==> src/rtl/ysyx_25030093_lsu_bus_if.sv <==
`default_nettype none
// ============================================================================
// ysyx_25030093_lsu_bus_if : EXU/WBU handshake and memory bus bundle for the LSU.
// Revision: 1.0
// ============================================================================
interface ysyx_25030093_lsu_bus_if #(
  parameter int ADDR_W = 32,
  parameter int DATA_W = 32
);
  logic              in_valid;
  logic              in_ready;
  logic [ADDR_W-1:0] rd_data;
  logic [DATA_W-1:0] rs2_data;
  logic [3:0]        LSU_single;
  logic              out_valid;
  logic              out_ready;
  logic [DATA_W-1:0] LSU_data;
  logic              out_err;
  logic              mem_req_valid;
  logic              mem_req_ready;
  logic [ADDR_W-1:0] mem_req_addr;
  logic              mem_req_wen;
  logic [DATA_W-1:0] mem_req_wdata;
  logic [3:0]        mem_req_wstrb;
  logic              mem_rsp_valid;
  logic              mem_rsp_ready;
  logic [DATA_W-1:0] mem_rsp_rdata;
  logic              mem_rsp_err;

  // LSU side
  modport master (
    input  in_valid, rd_data, rs2_data, LSU_single, out_ready,
           mem_req_ready, mem_rsp_valid, mem_rsp_rdata, mem_rsp_err,
    output in_ready, out_valid, LSU_data, out_err,
           mem_req_valid, mem_req_addr, mem_req_wen, mem_req_wdata,
           mem_req_wstrb, mem_rsp_ready
  );

  // EXU / WBU / memory side
  modport slave (
    output in_valid, rd_data, rs2_data, LSU_single, out_ready,
           mem_req_ready, mem_rsp_valid, mem_rsp_rdata, mem_rsp_err,
    input  in_ready, out_valid, LSU_data, out_err,
           mem_req_valid, mem_req_addr, mem_req_wen, mem_req_wdata,
           mem_req_wstrb, mem_rsp_ready
  );
endinterface
`default_nettype wire

==> src/rtl/ysyx_25030093_lsu_bus.sv <==
`default_nettype none
// ============================================================================
// ysyx_25030093_lsu_bus : single-outstanding load/store unit with lane formatting
// and error reporting; define LSU_TIMEOUT_EN to add the REQ/RSP watchdog.
// Revision: 1.0
// ============================================================================
module ysyx_25030093_lsu_bus #(
  parameter int ADDR_W  = 32,
  parameter int DATA_W  = 32,
  parameter int TIMEOUT = 255
) (
  input wire clk,
  input wire rst_n,
  ysyx_25030093_lsu_bus_if.master bus
);

  localparam logic [3:0] OP_NONE = 4'd0;
  localparam logic [3:0] OP_LB   = 4'd1;
  localparam logic [3:0] OP_LH   = 4'd2;
  localparam logic [3:0] OP_LW   = 4'd3;
  localparam logic [3:0] OP_LBU  = 4'd4;
  localparam logic [3:0] OP_LHU  = 4'd5;
  localparam logic [3:0] OP_SB   = 4'd6;
  localparam logic [3:0] OP_SH   = 4'd7;
  localparam logic [3:0] OP_SW   = 4'd8;

  if (DATA_W != 32) begin : g_bad_data_w
    $error("ysyx_25030093_lsu_bus: DATA_W must be 32");
  end
  if (TIMEOUT < 1) begin : g_bad_timeout
    $error("ysyx_25030093_lsu_bus: TIMEOUT must be >= 1");
  end

  typedef enum logic [1:0] {
    S_IDLE = 2'd0,
    S_REQ  = 2'd1,
    S_RSP  = 2'd2,
    S_DONE = 2'd3
  } state_e;

  state_e            state_q;
  logic              in_ready_q;
  logic              out_valid_q;
  logic [DATA_W-1:0] data_q;
  logic              err_q;
  logic              req_valid_q;
  logic [ADDR_W-1:0] req_addr_q;
  logic              req_wen_q;
  logic [DATA_W-1:0] req_wdata_q;
  logic [3:0]        req_wstrb_q;
  logic              rsp_ready_q;
  logic [3:0]        op_q;
  logic [1:0]        addr_lo_q;

  // Decode of the op currently offered by the EXU
  logic              legal_d;
  logic              misal_d;
  logic              store_d;
  logic [3:0]        wstrb_d;
  logic [DATA_W-1:0] wdata_d;
  logic [1:0]        a_lo;

  assign a_lo = bus.rd_data[1:0];

  always_comb begin
    legal_d = 1'b1;
    misal_d = 1'b0;
    store_d = 1'b0;
    wstrb_d = 4'b0000;
    wdata_d = '0;
    case (bus.LSU_single)
      OP_LB, OP_LBU: ;
      OP_LH, OP_LHU: misal_d = a_lo[0];
      OP_LW:         misal_d = (a_lo != 2'b00);
      OP_SB: begin
        store_d = 1'b1;
        wstrb_d = 4'b0001 << a_lo;
        wdata_d = {4{bus.rs2_data[7:0]}};
      end
      OP_SH: begin
        store_d = 1'b1;
        misal_d = a_lo[0];
        wstrb_d = 4'b0011 << a_lo;
        wdata_d = {2{bus.rs2_data[15:0]}};
      end
      OP_SW: begin
        store_d = 1'b1;
        misal_d = (a_lo != 2'b00);
        wstrb_d = 4'b1111;
        wdata_d = bus.rs2_data;
      end
      default: legal_d = 1'b0;
    endcase
  end

  // Load result formatting from the latched op and byte offset
  logic [DATA_W-1:0] shifted_d;
  logic [DATA_W-1:0] load_data_d;

  assign shifted_d = bus.mem_rsp_rdata >> {addr_lo_q, 3'b000};

  always_comb begin
    load_data_d = '0;
    case (op_q)
      OP_LB:   load_data_d = {{(DATA_W-8){shifted_d[7]}}, shifted_d[7:0]};
      OP_LBU:  load_data_d = {{(DATA_W-8){1'b0}}, shifted_d[7:0]};
      OP_LH:   load_data_d = {{(DATA_W-16){shifted_d[15]}}, shifted_d[15:0]};
      OP_LHU:  load_data_d = {{(DATA_W-16){1'b0}}, shifted_d[15:0]};
      OP_LW:   load_data_d = bus.mem_rsp_rdata;
      default: load_data_d = '0;
    endcase
  end

  logic wd_expire_d;

`ifdef LSU_TIMEOUT_EN
  localparam int CNT_W = ($clog2(TIMEOUT + 1) > 8) ? $clog2(TIMEOUT + 1) : 8;
  localparam logic [CNT_W-1:0] CNT_LIM = CNT_W'(TIMEOUT);

  logic [CNT_W-1:0] wd_cnt_q;
  logic [CNT_W-1:0] wd_cnt_inc;
  logic             wd_run;

  assign wd_cnt_inc  = wd_cnt_q + CNT_W'(1);
  assign wd_expire_d = wd_run && (wd_cnt_inc == CNT_LIM);
  // Counts only while a handshake is pending, so every REQ/RSP entry starts from zero
  assign wd_run = ((state_q == S_REQ) && !bus.mem_req_ready) ||
                  ((state_q == S_RSP) && !bus.mem_rsp_valid);

  always_ff @(posedge clk or negedge rst_n) begin
    if (!rst_n) begin
      wd_cnt_q <= '0;
    end else begin
      wd_cnt_q <= wd_run ? wd_cnt_inc : '0;
    end
  end
`else
  assign wd_expire_d = 1'b0;
`endif

  always_ff @(posedge clk or negedge rst_n) begin
    if (!rst_n) begin
      state_q     <= S_IDLE;
      in_ready_q  <= 1'b1;
      out_valid_q <= 1'b0;
      data_q      <= '0;
      err_q       <= 1'b0;
      req_valid_q <= 1'b0;
      req_addr_q  <= '0;
      req_wen_q   <= 1'b0;
      req_wdata_q <= '0;
      req_wstrb_q <= 4'b0000;
      rsp_ready_q <= 1'b0;
      op_q        <= OP_NONE;
      addr_lo_q   <= 2'b00;
    end else begin
      case (state_q)
        S_IDLE: begin
          if (bus.in_valid) begin
            in_ready_q <= 1'b0;
            op_q       <= bus.LSU_single;
            addr_lo_q  <= a_lo;
            if (bus.LSU_single == OP_NONE) begin
              data_q      <= DATA_W'(bus.rd_data);
              err_q       <= 1'b0;
              out_valid_q <= 1'b1;
              state_q     <= S_DONE;
            end else if (!legal_d || misal_d) begin
              data_q      <= '0;
              err_q       <= 1'b1;
              out_valid_q <= 1'b1;
              state_q     <= S_DONE;
            end else begin
              req_valid_q <= 1'b1;
              req_addr_q  <= {bus.rd_data[ADDR_W-1:2], 2'b00};
              req_wen_q   <= store_d;
              req_wdata_q <= wdata_d;
              req_wstrb_q <= wstrb_d;
              state_q     <= S_REQ;
            end
          end
        end
        S_REQ: begin
          if (bus.mem_req_ready) begin
            req_valid_q <= 1'b0;
            rsp_ready_q <= 1'b1;
            state_q     <= S_RSP;
          end else if (wd_expire_d) begin
            req_valid_q <= 1'b0;
            data_q      <= '0;
            err_q       <= 1'b1;
            out_valid_q <= 1'b1;
            state_q     <= S_DONE;
          end
        end
        S_RSP: begin
          if (bus.mem_rsp_valid) begin
            rsp_ready_q <= 1'b0;
            data_q      <= (bus.mem_rsp_err || req_wen_q) ? '0 : load_data_d;
            err_q       <= bus.mem_rsp_err;
            out_valid_q <= 1'b1;
            state_q     <= S_DONE;
          end else if (wd_expire_d) begin
            // Dropping rsp_ready here means a late response is never acknowledged
            rsp_ready_q <= 1'b0;
            data_q      <= '0;
            err_q       <= 1'b1;
            out_valid_q <= 1'b1;
            state_q     <= S_DONE;
          end
        end
        S_DONE: begin
          if (bus.out_ready) begin
            out_valid_q <= 1'b0;
            data_q      <= '0;
            err_q       <= 1'b0;
            in_ready_q  <= 1'b1;
            state_q     <= S_IDLE;
          end
        end
        default: begin
          state_q    <= S_IDLE;
          in_ready_q <= 1'b1;
        end
      endcase
    end
  end

  assign bus.in_ready      = in_ready_q;
  assign bus.out_valid     = out_valid_q;
  assign bus.LSU_data      = data_q;
  assign bus.out_err       = err_q;
  assign bus.mem_req_valid = req_valid_q;
  assign bus.mem_req_addr  = req_addr_q;
  assign bus.mem_req_wen   = req_wen_q;
  assign bus.mem_req_wdata = req_wdata_q;
  assign bus.mem_req_wstrb = req_wstrb_q;
  assign bus.mem_rsp_ready = rsp_ready_q;

endmodule
`default_nettype wire
==> src/flat_wrapper.sv <==
// flat-port wrapper written by rule: the top's interface ports become plain ports
module ysyx_25030093_lsu_bus_flat 
#(
  parameter int ADDR_W  = 32,
  parameter int DATA_W  = 32,
  parameter int TIMEOUT = 255
)
  (clk, rst_n, bus_in_valid, bus_rd_data, bus_rs2_data, bus_LSU_single, bus_out_ready, bus_mem_req_ready, bus_mem_rsp_valid, bus_mem_rsp_rdata, bus_mem_rsp_err, bus_in_ready, bus_out_valid, bus_LSU_data, bus_out_err, bus_mem_req_valid, bus_mem_req_addr, bus_mem_req_wen, bus_mem_req_wdata, bus_mem_req_wstrb, bus_mem_rsp_ready);
  ysyx_25030093_lsu_bus_if #(.ADDR_W(ADDR_W), .DATA_W(DATA_W)) bus_i ();
  input wire clk;
  input wire rst_n;
  input wire logic [$bits(bus_i.in_valid)-1:0] bus_in_valid;
  input wire logic [$bits(bus_i.rd_data)-1:0] bus_rd_data;
  input wire logic [$bits(bus_i.rs2_data)-1:0] bus_rs2_data;
  input wire logic [$bits(bus_i.LSU_single)-1:0] bus_LSU_single;
  input wire logic [$bits(bus_i.out_ready)-1:0] bus_out_ready;
  input wire logic [$bits(bus_i.mem_req_ready)-1:0] bus_mem_req_ready;
  input wire logic [$bits(bus_i.mem_rsp_valid)-1:0] bus_mem_rsp_valid;
  input wire logic [$bits(bus_i.mem_rsp_rdata)-1:0] bus_mem_rsp_rdata;
  input wire logic [$bits(bus_i.mem_rsp_err)-1:0] bus_mem_rsp_err;
  output wire logic [$bits(bus_i.in_ready)-1:0] bus_in_ready;
  output wire logic [$bits(bus_i.out_valid)-1:0] bus_out_valid;
  output wire logic [$bits(bus_i.LSU_data)-1:0] bus_LSU_data;
  output wire logic [$bits(bus_i.out_err)-1:0] bus_out_err;
  output wire logic [$bits(bus_i.mem_req_valid)-1:0] bus_mem_req_valid;
  output wire logic [$bits(bus_i.mem_req_addr)-1:0] bus_mem_req_addr;
  output wire logic [$bits(bus_i.mem_req_wen)-1:0] bus_mem_req_wen;
  output wire logic [$bits(bus_i.mem_req_wdata)-1:0] bus_mem_req_wdata;
  output wire logic [$bits(bus_i.mem_req_wstrb)-1:0] bus_mem_req_wstrb;
  output wire logic [$bits(bus_i.mem_rsp_ready)-1:0] bus_mem_rsp_ready;
  assign bus_i.in_valid = bus_in_valid;
  assign bus_i.rd_data = bus_rd_data;
  assign bus_i.rs2_data = bus_rs2_data;
  assign bus_i.LSU_single = bus_LSU_single;
  assign bus_i.out_ready = bus_out_ready;
  assign bus_i.mem_req_ready = bus_mem_req_ready;
  assign bus_i.mem_rsp_valid = bus_mem_rsp_valid;
  assign bus_i.mem_rsp_rdata = bus_mem_rsp_rdata;
  assign bus_i.mem_rsp_err = bus_mem_rsp_err;
  assign bus_in_ready = bus_i.in_ready;
  assign bus_out_valid = bus_i.out_valid;
  assign bus_LSU_data = bus_i.LSU_data;
  assign bus_out_err = bus_i.out_err;
  assign bus_mem_req_valid = bus_i.mem_req_valid;
  assign bus_mem_req_addr = bus_i.mem_req_addr;
  assign bus_mem_req_wen = bus_i.mem_req_wen;
  assign bus_mem_req_wdata = bus_i.mem_req_wdata;
  assign bus_mem_req_wstrb = bus_i.mem_req_wstrb;
  assign bus_mem_rsp_ready = bus_i.mem_rsp_ready;
  ysyx_25030093_lsu_bus #(.ADDR_W(ADDR_W), .DATA_W(DATA_W), .TIMEOUT(TIMEOUT)) u_core (.clk(clk), .rst_n(rst_n), .bus(bus_i));
endmodule
==> config.mk <==
export PLATFORM = sky130hd
export DESIGN_NAME = ysyx_25030093_lsu_bus_flat
export DESIGN_NICKNAME = d
export VERILOG_FILES = /design/src/rtl/ysyx_25030093_lsu_bus_if.sv /design/src/rtl/ysyx_25030093_lsu_bus.sv /design/src/flat_wrapper.sv
export SDC_FILE = /design/constraint.sdc
export NUM_CORES = 1
export LEC_CHECK = 0
export CAP_MARGIN = 20
export CORE_MARGIN = 10
export CORE_UTILIZATION = 48
export DETAILED_ROUTE_END_ITERATION = 10
export GPL_TIMING_DRIVEN = 0
export PLACE_DENSITY = 0.94
export SYNTH_ARGS = -nofsm -noshare
export SYNTH_HDL_FRONTEND = slang
export SYNTH_SLANG_ARGS = --single-unit
==> constraint.sdc <==
create_clock -name clk -period 3 [get_ports clk]
set_clock_uncertainty 0.15 [all_clocks]
set_input_delay 0.3 -clock clk [delete_from_list [all_inputs] [get_ports clk]]
set_output_delay 0.3 -clock clk [all_outputs]
set_load 0.1 [all_outputs]
# [After elaboration in Yosys (flattened, before gate mapping)]
# Cells that the tools add are included.
# W data, S select, Z words.
[classes] eq_ne=23 shifts=3 n_mux=41 bitwise=3 reduce_logical=20
[op_table] op="$mux W32" n=6
[op_table] op="$pmux W32 S3" n=2
[op_table] op="$pmux W32 S5" n=1
[op_table] op="$shr A32 B5 Y16" n=1
[op_table] op="$eq A4 B3 Y1 const B" n=6
[op_table] op="$mux W1" n=18
[op_table] op="$eq A4 B2 Y1 const B" n=4
[op_table] op="$mux W2" n=6
[op_table] op="$ne A2 B2 Y1 const B" n=6
[op_table] op="$pmux W4 S3" n=1
[op_table] op="$reduce_and A5 Y1" n=2
[op_table] op="$eq A4 B1 Y1 const B" n=2
[op_table] op="$pmux W1 S2" n=4
[op_table] op="$pmux W2 S4" n=1
[op_table] op="$reduce_and A4 Y1" n=2
[op_table] op="$reduce_bool A2 Y1" n=4
[op_table] op="$reduce_or A8 Y1" n=1
[op_table] op="$pmux W1 S3" n=2
[op_table] op="$reduce_and A3 Y1" n=2
[op_table] op="$reduce_or A3 Y1" n=2
[op_table] op="$eq A2 B2 Y1 const B" n=2
[op_table] op="$eq A4 B4 Y1 const B" n=1
[op_table] op="$logic_not A4 Y1" n=1
[op_table] op="$shl A1 B2 Y4 const A" n=1
[op_table] op="other kinds (9)" n=12
[totals] register_bits=112 in_bits=107 output_inout_bits=106 wordCells=103

# [Longest topological paths before layout]
[depth] depth_word=9 ltp_mapped=9 ltp_nobuf=7

# [Worst setup path before layout]
# No wires, ideal clock.
[synth_timing] path_type="register -> register" from="register u_core.req_wen_q (netlist: u_core.bus.mem_req_wen)" to="register u_core.data_q[0] (netlist: u_core.bus.LSU_data[0])" setup_ps=136 t_arrival_ps=1977 required_time_ps=2714 setup_slack_ps=738 path_stages_with_launch=7 n_path_buf=2 period_less_slack_ps=2262 path_cell_list="dfrtp_1 -> nor4b_4 -> and4b_1 -> buf_2 -> buf_2 -> a222oi_1 -> o21ai_0"
[synth_via] elab_chain_cells=4
[synth_lines] element="start: declaration" line_no="ysyx_25030093_lsu_bus.sv:48" source="logic req_wen_q;"
[synth_lines] element="start signal: assignment" line_no="ysyx_25030093_lsu_bus.sv:176" source="req_wen_q <= store_d;"
[synth_lines] element="$logic_or A1 B1 Y1" line_no="ysyx_25030093_lsu_bus.sv:199" source="data_q <= (bus.mem_rsp_err || req_wen_q) ? '0 : load_data_d;"
[synth_lines] element="$mux W32" line_no="ysyx_25030093_lsu_bus.sv:199"
[synth_lines] element="$mux W32" line_no="ysyx_25030093_lsu_bus.sv:197" source="if (bus.mem_rsp_valid) begin"
[synth_lines] element="$pmux W32 S3" line_no="ysyx_25030093_lsu_bus.sv:157" source="case (state_q)"
[synth_lines] element="end signal: assignment" line_no="ysyx_25030093_lsu_bus.sv:164" source="data_q <= DATA_W'(bus.rd_data);"
[synth_lines] element="end signal: assignment" line_no="ysyx_25030093_lsu_bus.sv:199"
[synth_lines] element="end: declaration" line_no="ysyx_25030093_lsu_bus.sv:44" source="logic [DATA_W-1:0] data_q;"
# No other way between the ends. The select of a mux whose other input is x is not followed.
# A chain may end at the register's enable or synchronous reset.

# [Worst setup path after layout]
[layout_timing] from="input bus_rd_data[1]" to="register u_core.req_addr_q[11] (netlist: u_core.bus.mem_req_addr[11])"
[layout_via] elab_chain_cells=5
[layout_lines] element="start: declaration" line_no="flat_wrapper.sv:13" source="input wire logic [$bits(bus_i.rd_data)-1:0] bus_rd_data;"
[layout_lines] element="$reduce_bool A2 Y1" line_no="ysyx_25030093_lsu_bus.sv:74, ysyx_25030093_lsu_bus.sv:88"
[layout_lines] element="$pmux W1 S2" line_no="ysyx_25030093_lsu_bus.sv:71" source="case (bus.LSU_single)"
[layout_lines] element="$logic_or A1 B1 Y1" line_no="ysyx_25030093_lsu_bus.sv:168" source="end else if (!legal_d || misal_d) begin"
[layout_lines] element="$not A1 Y1 (no source line)"
[layout_lines] element="$reduce_and A4 Y1 (no source line)"
[layout_lines] element="end signal: assignment" line_no="ysyx_25030093_lsu_bus.sv:175" source="req_addr_q <= {bus.rd_data[ADDR_W-1:2], 2'b00};"
[layout_lines] element="end: declaration" line_no="ysyx_25030093_lsu_bus.sv:47" source="logic [ADDR_W-1:0] req_addr_q;"
# No other way between the ends.

==> out/metrics.yaml <==
hold_path_class: "primary input to flip-flop"
startpoint: "bus_rd_data[1]"
initial_core_util_pct: 49.1
clkTransAtPathRegs_ns: 0.07
ys_seq_area_share_pct: 50.0
clk_root_buffer_cell: "clkbuf_16"
layout.nets: 869
clock_path_buffers: 2
final_area_sq_mm: 0.00822
floorplan.rows: 39
cts.repair.resized: 0
status: "completed"
vias: 5604
io_pins: 213
worst_slew_pin_slew_ns: 1.03
maxSlewHeadroom_pct: 31.4
die_w_microns: 128
fmax_ghz: 0.374
drc: 0
layout_common_cells: "clkdlybuf4s50_1 (208), dfrtp_1 (111), nand2_1 (45)"
grt_max_degree: 59
avgSynthCellArea_sq_um: 10.5
layout_commonest_cell: "clkdlybuf4s50_1"
wl_mm: 21.5
drtAntennaViolNets: 0
htree_levels: 3
rsz0062_at_grt: "no"
min-delay-start: "bus_LSU_single[0]"
finalHoldViolCount: 0
grt_pass1_wl_mm: 32.8
gr-total-overflow: 0
required_ns: 3.08
area_growth_pct: 46.5
place_congestion: 0.964
synth-warning-count: 0
cap_violations: 0
r2r_start: "u_core.state_q[0]"
numPortBuffers: 209
core_area_sq_mm: 0.0114
yosys_most_used_dff: "dfrtp_1"
cts_sinks: 112
worstSkewPairLatency_ns: 0.35
cts_tree: "built"
diodes: 0
dp_hpwl_mm: 16.6
dp.cells: 888
period_share_pct: 89.1
cp.arrival_ns: 2.75
startpoint_type: "primary input"
firstDrtPassIters: 6
fp.dieArea_sq_mm: 0.0164
synth_area_sq_mm: 0.00561
setup-violations-final: 0
finalCriticalPeriod_ns: 2.67
end_kind: "flip-flop"
netlist_instances: 534
die_y_microns: 128
finalSetupTns_ns: 0
synthArstFlopShare_pct: 100
slew_viol_final: 0
drt_iter0_drc: 764
ys_types: 56
viasPerCell: 6.19
wire_per_inst_microns: 23.7
crit_fanout: 10
synth-seq-cells: 112
fin_cells: 905
place_area_sq_mm: 0.00791
antenna_found_initial: 1
grt_pass1_vias: 5754
synth_enable_flop_cells: 0
final_core_util_pct: 72.0
path_class: "primary input to flip-flop"
grt.total_usage_pct: 25.2
drive_gt1_share_pct: 10.8
cts_made_buffers: 9
[state kept, by name (all words and copies together), names as in the netlist]
name                      flops
u_core.bus.out_valid          1
u_core.bus.LSU_data          32
u_core.bus.mem_rsp_ready      1
u_core.op_q                   4
u_core.bus.mem_req_valid      1
u_core.bus.out_err            1
u_core.bus.mem_req_addr      30
u_core.bus.mem_req_wen        1
u_core.bus.in_ready           1
u_core.bus.mem_req_wdata     32
u_core.state_q                2
u_core.addr_lo_q              2
u_core.bus.mem_req_wstrb      4
[layout make-up]
cell class / count / area (sq um)
repair buffers: 211 / 2130
clock inverters: 3 / 40.0
flip-flops and latches: 112 / 2800
plain buffers: 42 / 208
inverters: 17 / 63.8
clock buffers: 13 / 260
well taps: 143 / 179
multi-input cells: 364 / 2540
fillers: 791 / 3200
[synth_stat cells, types with 2 or more instances]
library cell / number / area share, %
clkbuf_1: 17 / 1.1
nand2b_1: 2 / 0.22
nand2_1: 45 / 3.0
a222oi_1: 7 / 1.2
or3_1: 2 / 0.22
a31oi_1: 4 / 0.45
a22o_1: 8 / 1.2
mux2i_1: 19 / 3.4
and3_1: 2 / 0.22
ha_1: 5 / 1.1
nor3b_1: 2 / 0.27
a221oi_1: 25 / 3.9
nor2b_1: 13 / 1.4
a21oi_1: 44 / 3.9
o31ai_1: 2 / 0.27
nor2_1: 38 / 2.5
buf_2: 15 / 1.3
nand3_1: 5 / 0.45
a21o_1: 2 / 0.27
buf_1: 2 / 0.13
o211ai_1: 8 / 1.1
mux2_2: 32 / 6.4
inv_1: 17 / 1.1
a22oi_1: 16 / 2.1
a2bb2oi_1: 8 / 1.2
o2bb2ai_1: 10 / 1.6
dfrtp_1: 111 / 50
o21ai_0: 25 / 2.2
o21ai_2: 2 / 0.31
a211oi_1: 6 / 0.80
buf_4: 6 / 0.80
o21ai_1: 10 / 0.89
[worst paths after layout]
path                                          endpoint  depth (start not counted)  slack (ns)
min in group asynchronous   u_core.bus.mem_req_addr[3]                          2        0.41
max reg2reg                    u_core.bus.LSU_data[26]                          8        0.39
max in group asynchronous          u_core.bus.in_ready                          3        1.53
min reg2reg                    u_core.bus.LSU_data[28]                          2        0.34
min                        u_core.bus.mem_req_wstrb[3]                          5        0.31
max                        u_core.bus.mem_req_addr[11]                          6        0.33
[cell families after synthesis]
| kind of cell | Yosys count | share of synthesized area, % |
|---|---|---|
| buf+inv | 59 | 4.84 |
| other cells | 1 | 0.0669 |
| fa+ha+maj | 5 | 1.12 |
| compound gates | 184 | 23.2 |
| simple gates | 120 | 10.4 |
| mux | 53 | 10.4 |
| flops | 112 | 50.0 |
[critical path, cell delays in order]
cell and delay (ns):
clkdlybuf4s50_1 0.63, nor2_1 0.37, a31oi_1 0.21, a211oi_4 0.56
buf_4 0.32, mux2_2 0.36
[stage by stage]
step	hold slack (ns)	setup slack (ns)
final	0.306	0.326
after global placement	0.311	-2.70
after global routing	0.356	0.175
after detailed placement	0.257	0.00704
after floorplan	-0.146	0.738
after CTS	0.293	0.337
[layer usage]
| metal | global-route usage [%] | part of all wire [%] | up-vias |
|---|---|---|---|
| li1 | - | - | 2420 |
| met1 | 29.9 | 37 | 2689 |
| met2 | 40.3 | 46 | 429 |
| met3 | 9.51 | 13 | 64 |
| met4 | 10.2 | 3.3 | 2 |
| met5 | 0 | 0.061 | - |
[what timing repair did]
action,in CTS,in global routing
buffers inserted,0,0
hold buffers,1,0
endpoints found under the hold margin,54,0
Power is not shown: default switching activity piles up to over one toggle a cycle in this logic, so the estimate is an artifact.
